===== src/rtl/thor2023_dcache_line_fill.sv =====
// Data-cache miss-fill engine.
// Fetches one or two consecutive 32-byte half-lines over a read-only burst bus,
// assembles each half-line from BUS_WID-wide beats and hands it to the cache
// with a single-cycle write strobe, then reports completion or bus error.
module thor2023_dcache_line_fill #(
    parameter int unsigned ADR_WID = 32,
    parameter int unsigned BUS_WID = 128,
    parameter int unsigned TMO     = 255
) (
    input  logic               clk,
    input  logic               rst,
    input  logic               miss_req,
    input  logic [ADR_WID-1:0] miss_adr,
    input  logic               miss_two,
    output logic               busy,
    output logic               done,
    output logic               err,
    output logic               cyc_o,
    output logic               stb_o,
    output logic [ADR_WID-1:0] adr_o,
    input  logic [BUS_WID-1:0] dat_i,
    input  logic               ack_i,
    input  logic               err_i,
    output logic               wr_o,
    output logic [ADR_WID-1:0] update_adr,
    output logic [256:0]       line_o
);

    localparam int unsigned    BEATS     = 256 / BUS_WID;
    localparam int unsigned    BCW       = (BEATS > 1) ? $clog2(BEATS) : 1;
    localparam int unsigned    BSH       = $clog2(BUS_WID / 8);
    localparam logic [BCW-1:0] LAST_BEAT = BCW'(BEATS - 1);
    localparam logic [7:0]     TMO_LIM   = 8'(TMO);

    typedef enum logic [2:0] {
        IDLE,
        REQ,
        WR,
        DONE,
        ABORT
    } state_t;

    state_t             state_q;
    logic [ADR_WID-1:0] base_q;
    logic               two_q;
    logic [BCW-1:0]     beat_q;
    logic [7:0]         tmo_q;
    logic [7:0]         tmo_d;
    logic [255:0]       buf_q;
    logic [255:0]       fill_d;

    logic               busy_q;
    logic               done_q;
    logic               err_q;
    logic               cyc_q;
    logic               stb_q;
    logic               wr_q;
    logic [ADR_WID-1:0] upd_q;
    logic [256:0]       line_q;

    // Half-line buffer with the current beat slot replaced by the bus data,
    // so the last beat can go straight into the output line register.
    for (genvar g = 0; g < BEATS; g++) begin : g_slot
        assign fill_d[g*BUS_WID +: BUS_WID] =
            (beat_q == BCW'(g)) ? dat_i : buf_q[g*BUS_WID +: BUS_WID];
    end

    // Stall counter saturates at the timeout limit.
    assign tmo_d = (tmo_q == TMO_LIM) ? tmo_q : tmo_q + 8'd1;

    // Beat address is derived from the half-line base and the beat index.
    assign adr_o = base_q + (ADR_WID'(beat_q) << BSH);

    assign busy       = busy_q;
    assign done       = done_q;
    assign err        = err_q;
    assign cyc_o      = cyc_q;
    assign stb_o      = stb_q;
    assign wr_o       = wr_q;
    assign update_adr = upd_q;
    assign line_o     = line_q;

    // Fill FSM with registered bus, cache-write and status outputs.
    always_ff @(posedge clk) begin
        if (rst) begin
            state_q <= IDLE;
            base_q  <= '0;
            two_q   <= 1'b0;
            beat_q  <= '0;
            tmo_q   <= '0;
            buf_q   <= '0;
            busy_q  <= 1'b0;
            done_q  <= 1'b0;
            err_q   <= 1'b0;
            cyc_q   <= 1'b0;
            stb_q   <= 1'b0;
            wr_q    <= 1'b0;
            upd_q   <= '0;
            line_q  <= '0;
        end else begin
            wr_q   <= 1'b0;
            done_q <= 1'b0;
            err_q  <= 1'b0;
            unique case (state_q)
                IDLE: begin
                    if (miss_req) begin
                        base_q  <= miss_adr & ~ADR_WID'(31);
                        two_q   <= miss_two;
                        beat_q  <= '0;
                        tmo_q   <= '0;
                        busy_q  <= 1'b1;
                        cyc_q   <= 1'b1;
                        stb_q   <= 1'b1;
                        state_q <= REQ;
                    end
                end
                REQ: begin
                    if (err_i) begin
                        cyc_q   <= 1'b0;
                        stb_q   <= 1'b0;
                        err_q   <= 1'b1;
                        state_q <= ABORT;
                    end else if (ack_i) begin
                        tmo_q <= '0;
                        if (beat_q == LAST_BEAT) begin
                            line_q  <= {1'b0, fill_d};
                            upd_q   <= base_q;
                            wr_q    <= 1'b1;
                            stb_q   <= 1'b0;
                            // Keep the bus cycle open across into the second half-line.
                            cyc_q   <= two_q;
                            state_q <= WR;
                        end else begin
                            buf_q  <= fill_d;
                            beat_q <= beat_q + 1'b1;
                        end
                    end else begin
                        tmo_q <= tmo_d;
                        if (tmo_d == TMO_LIM) begin
                            cyc_q   <= 1'b0;
                            stb_q   <= 1'b0;
                            err_q   <= 1'b1;
                            state_q <= ABORT;
                        end
                    end
                end
                WR: begin
                    if (two_q) begin
                        base_q  <= base_q + ADR_WID'(32);
                        two_q   <= 1'b0;
                        beat_q  <= '0;
                        tmo_q   <= '0;
                        stb_q   <= 1'b1;
                        state_q <= REQ;
                    end else begin
                        cyc_q   <= 1'b0;
                        done_q  <= 1'b1;
                        state_q <= DONE;
                    end
                end
                DONE: begin
                    busy_q  <= 1'b0;
                    state_q <= IDLE;
                end
                ABORT: begin
                    busy_q  <= 1'b0;
                    state_q <= IDLE;
                end
                default: begin
                    busy_q  <= 1'b0;
                    cyc_q   <= 1'b0;
                    stb_q   <= 1'b0;
                    state_q <= IDLE;
                end
            endcase
        end
    end

endmodule


===== config.mk =====
export PLATFORM = sky130hd
export DESIGN_NAME = thor2023_dcache_line_fill
export DESIGN_NICKNAME = d
export VERILOG_FILES = /design/src/rtl/thor2023_dcache_line_fill.sv
export SDC_FILE = /design/constraint.sdc
export NUM_CORES = 1
export LEC_CHECK = 0
export ABC_AREA = 0
export CELL_PAD_IN_SITES_DETAIL_PLACEMENT = 0
export CELL_PAD_IN_SITES_GLOBAL_PLACEMENT = 1
export CORE_ASPECT_RATIO = 1.2
export CORE_MARGIN = 1.5
export CORE_UTILIZATION = 36
export DETAILED_ROUTE_END_ITERATION = 12
export MAX_ROUTING_LAYER = met4
export PLACE_DENSITY = 0.86
export SLEW_MARGIN = 20
export SYNTH_ARGS = -nofsm -noshare
export SYNTH_HDL_FRONTEND = slang
export SYNTH_SLANG_ARGS = --single-unit
export TNS_END_PERCENT = 1

===== constraint.sdc =====
create_clock -name clk -period 4.4 [get_ports clk]
set_clock_uncertainty 0.2 [all_clocks]
set_input_delay 0.66 -clock clk [delete_from_list [all_inputs] [get_ports clk]]
set_output_delay 0.66 -clock clk [all_outputs]
set_load 0.05 [all_outputs]

==> summary.md <==
| Metric | Value |
|---|---|
| Status | `completed` |
| PostCTS Resize Cnt | `0` |
| PwrDens | `379 nW/µm²` |
| Mapped Avg Cell Area | `7.78 µm²` |
| Drt drc | `0` |
| Hpwl dp | `36700 µm` |
| WHS Path Cells | `2` |
| Flops & latches, synth | `457` |
| Worst-Margin Slew | `1.06 ns` |
| Drt wl/cell | `16.8 µm` |
| IO Count | `493` |
| FF-to-FF path depth | `5` |
| WHS | `0.233 ns` |
| Min Tclk post-route | `3.09 ns` |
| Placer Congestion | `0.892` |
| Global-route wire length before repair | `85000 µm` |
| Synth unique cells | `62` |
| DRT Wirelength | `54400 µm` |
| CP arrival | `2.23 ns` |
| Maximum root-to-sink buffer count | `3` |
| Mapped Area | `17200 µm²` |
| Leak | `7.79 nW` |
| DR pass1 iterations | `5` |
| Placed Cells incl. Taps | `3149` |
| Initial Util | `0.365` |
| Startpoint types | `flip-flop` |
| DIE AREA | `49100 µm²` |
| Nets | `2745` |
| Sequential cell area fraction in the yosys report | `0.532` |
| Reg clk slew, reported paths | `0.06 ns` |
| Row cnt | `87` |
| Number of port buffers | `477` |
| Hold Crit Class | `flip-flop to flip-flop` |
| CTS buffer count | `48` |
| Final Power | `0.00902 W` |
| CP Max Fanout | `9` |
| Crit share post-route | `0.703` |
| Post-synth EDFFs | `0` |
| Fin cells | `3237` |
| Vias in the first global route | `15400` |
| Crit end category | `output pin` |
| Worst skew pair latency | `0.58 ns` |
| Core area | `47100 µm²` |
| Slowest cell delay on critical path | `0.89 ns` |
| CTS tree | `yes` |
| Root buf cell | `clkbuf_16` |
| Die X | `203 µm` |
| Worst path slowest cell | `clkdlybuf4s50_1` |
| Post-route core utilization | `0.505` |
| Final Hold Fails | `0` |
| Die extent in y | `243 µm` |
| Setup TNS | `0 ns` |
| FMAX | `323 MHz` |
| Largest net degree at the start of global routing | `184` |
| Fill count | `4474` |
| Number of max-cap violations | `0` |
| Hold bufs inserted after CTS | `0` |
| Initial antenna violation count | `3` |
| Share of cells above drive strength 1 | `0.0452` |
| Setup bufs post-CTS | `0` |
| # setup viols final | `0` |
| VDD IR max | `0.285 mV` |
| WS Path Type | `flip-flop to output pin` |
| Area delta synth->final | `38.2%` |
| Cells after Synth | `2213` |
| Post-synthesis async set-or-reset flop share | `0` |
| Slew headroom | `0.295` |
| Avg Vias per Cell | `5.02` |
| Max-slew violation count | `0` |
| Antenna-violating nets left | `0` |
| Unrepaired setup endpoints after global routing | `false` |
| Via count | `16200` |
| H-tree depth | `2` |
| WP data required | `3.54 ns` |
| CP Cell Sequence | `xnor2_1 > clkdlybuf4s50_1` |
| Yosys warning count | `0` |
| Starting DRC count in detailed routing | `917` |
| Ys flop type | `dfxtp_1` |
| GRT Util Overall | `0.220` |
| Global route overflow | `0` |
| Sinks on the clock net | `457` |
## cell type report
type	instances	area [µm²]	share of cell area
sequential	457	9150	0.385
multi-input combinational	1562	7130	0.300
timing repair buffer	500	5090	0.214
clock buffer	69	1420	0.0598
tap	623	779	0.0328
clock inverter	16	175	0.00736
inverter	7	26.3	0.00110
antenna	3	7.51	0.000316
## registers in the layout, indices dropped and copies added, names as in the netlist, 3 cells and up
register    flops
tmo_q           8
update_adr     27
state_q         3
base_q         27
line_o        256
buf_q         128
## routing by layer
layer	global-route usage	vias to the layer above	share of wire	wire, µm
li1	-	7970	-	-
met1	0.258	7639	0.41	22100
met5	-	-	0	0
met4	0.0693	0	0.024	1330
met2	0.371	543	0.50	27200
met3	0.0502	88	0.068	3720
## power by group
| group | internal [W] | switching, W | total, W | leakage, nW |
|---|---|---|---|---|
| clock network | 0.00242 | 0.00167 | 0.00409 | 0.788 |
| logic | 0.000263 | 0.000405 | 0.000668 | 3.31 |
| registers | 0.00420 | 0.0000677 | 0.00427 | 3.69 |
| total | 0.00688 | 0.00214 | 0.00902 | 7.79 |
## path summary, 6_finish.rpt
| check | startpoint | to | slack [ns] |
|---|---|---|---|
| setup / recovery | base_q[12] | adr_o[12] | 1.31 |
| hold / removal | buf_q[12] | line_o[12] | 0.23 |
| setup reg to reg | state_q[0] | line_o[176] | 1.67 |
| hold reg to reg | buf_q[12] | line_o[12] | 0.23 |
## critical path, delay by kind of cell (launching register included)
kind / cells / cell delay, ns
xor gates and xnor gates: 1 / 0.23
buffers and inverters: 1 / 0.89
DFF: 1 / 0.52
## per-stage QoR
step           worst slack (ns)  area [µm²]
2_1_floorplan              2.32       17200
3_3_place_gp               1.14       22200
3_5_place_dp               1.12       22200
4_1_cts                    1.26       23800
5_1_grt                    1.23       23800
6_report                   1.31       23800
## cells in the mapped netlist (9+ instances only)
master    instances  area, µm²
buf_4            22        165
nor3_1           14       70.1
buf_2            45        225
o21ai_0          27        135
a21oi_1         442       2210
xnor2_1           9       78.8
nand2_1         867       3250
dfxtp_1         457       9150
clkbuf_1        113        424
nand4_1          14       87.6
a31oi_1          10       62.6
buf_6            13        146
nor2_1           33        124
nand3_1          30        150
## cells by family (layout without fill, tap and decap cells)
logic type	after synthesis	in the layout	share of synthesized area
AO/OA/AOI/OAI	524	524	0.162
XOR/XNOR	13	13	0.00662
adder cells (fa/ha/maj)	4	4	0.00276
buffers and inverters	204	592	0.0583
flip-flops	457	457	0.532
multiplexers	6	6	0.00371
other	1	14	0.000218
AND/OR/NAND/NOR	1004	1004	0.235
## cell usage in the layout (no fill, tap or decap), types with 4 or more instances in the layout
cell             count
and3_1               6
dfxtp_1            457
clkbuf_8            10
clkbuf_1             9
clkdlybuf4s50_1    476
nand2_1            867
a22oi_1              4
nand3_1             29
a21oi_1            442
a31oi_1             10
nor2_1              33
or3_1                6
clkbuf_16           50
nor3_1              12
xnor2_1              9
buf_4               11
buf_12              11
and4_1               4
a311oi_1             6
clkinv_2             9
inv_1                7
xor2_1               4
conb_1              11
and2_1               6
nand4_1             14
o21ai_0             27
No activity file was read; power rests on OpenSTA's default activity.
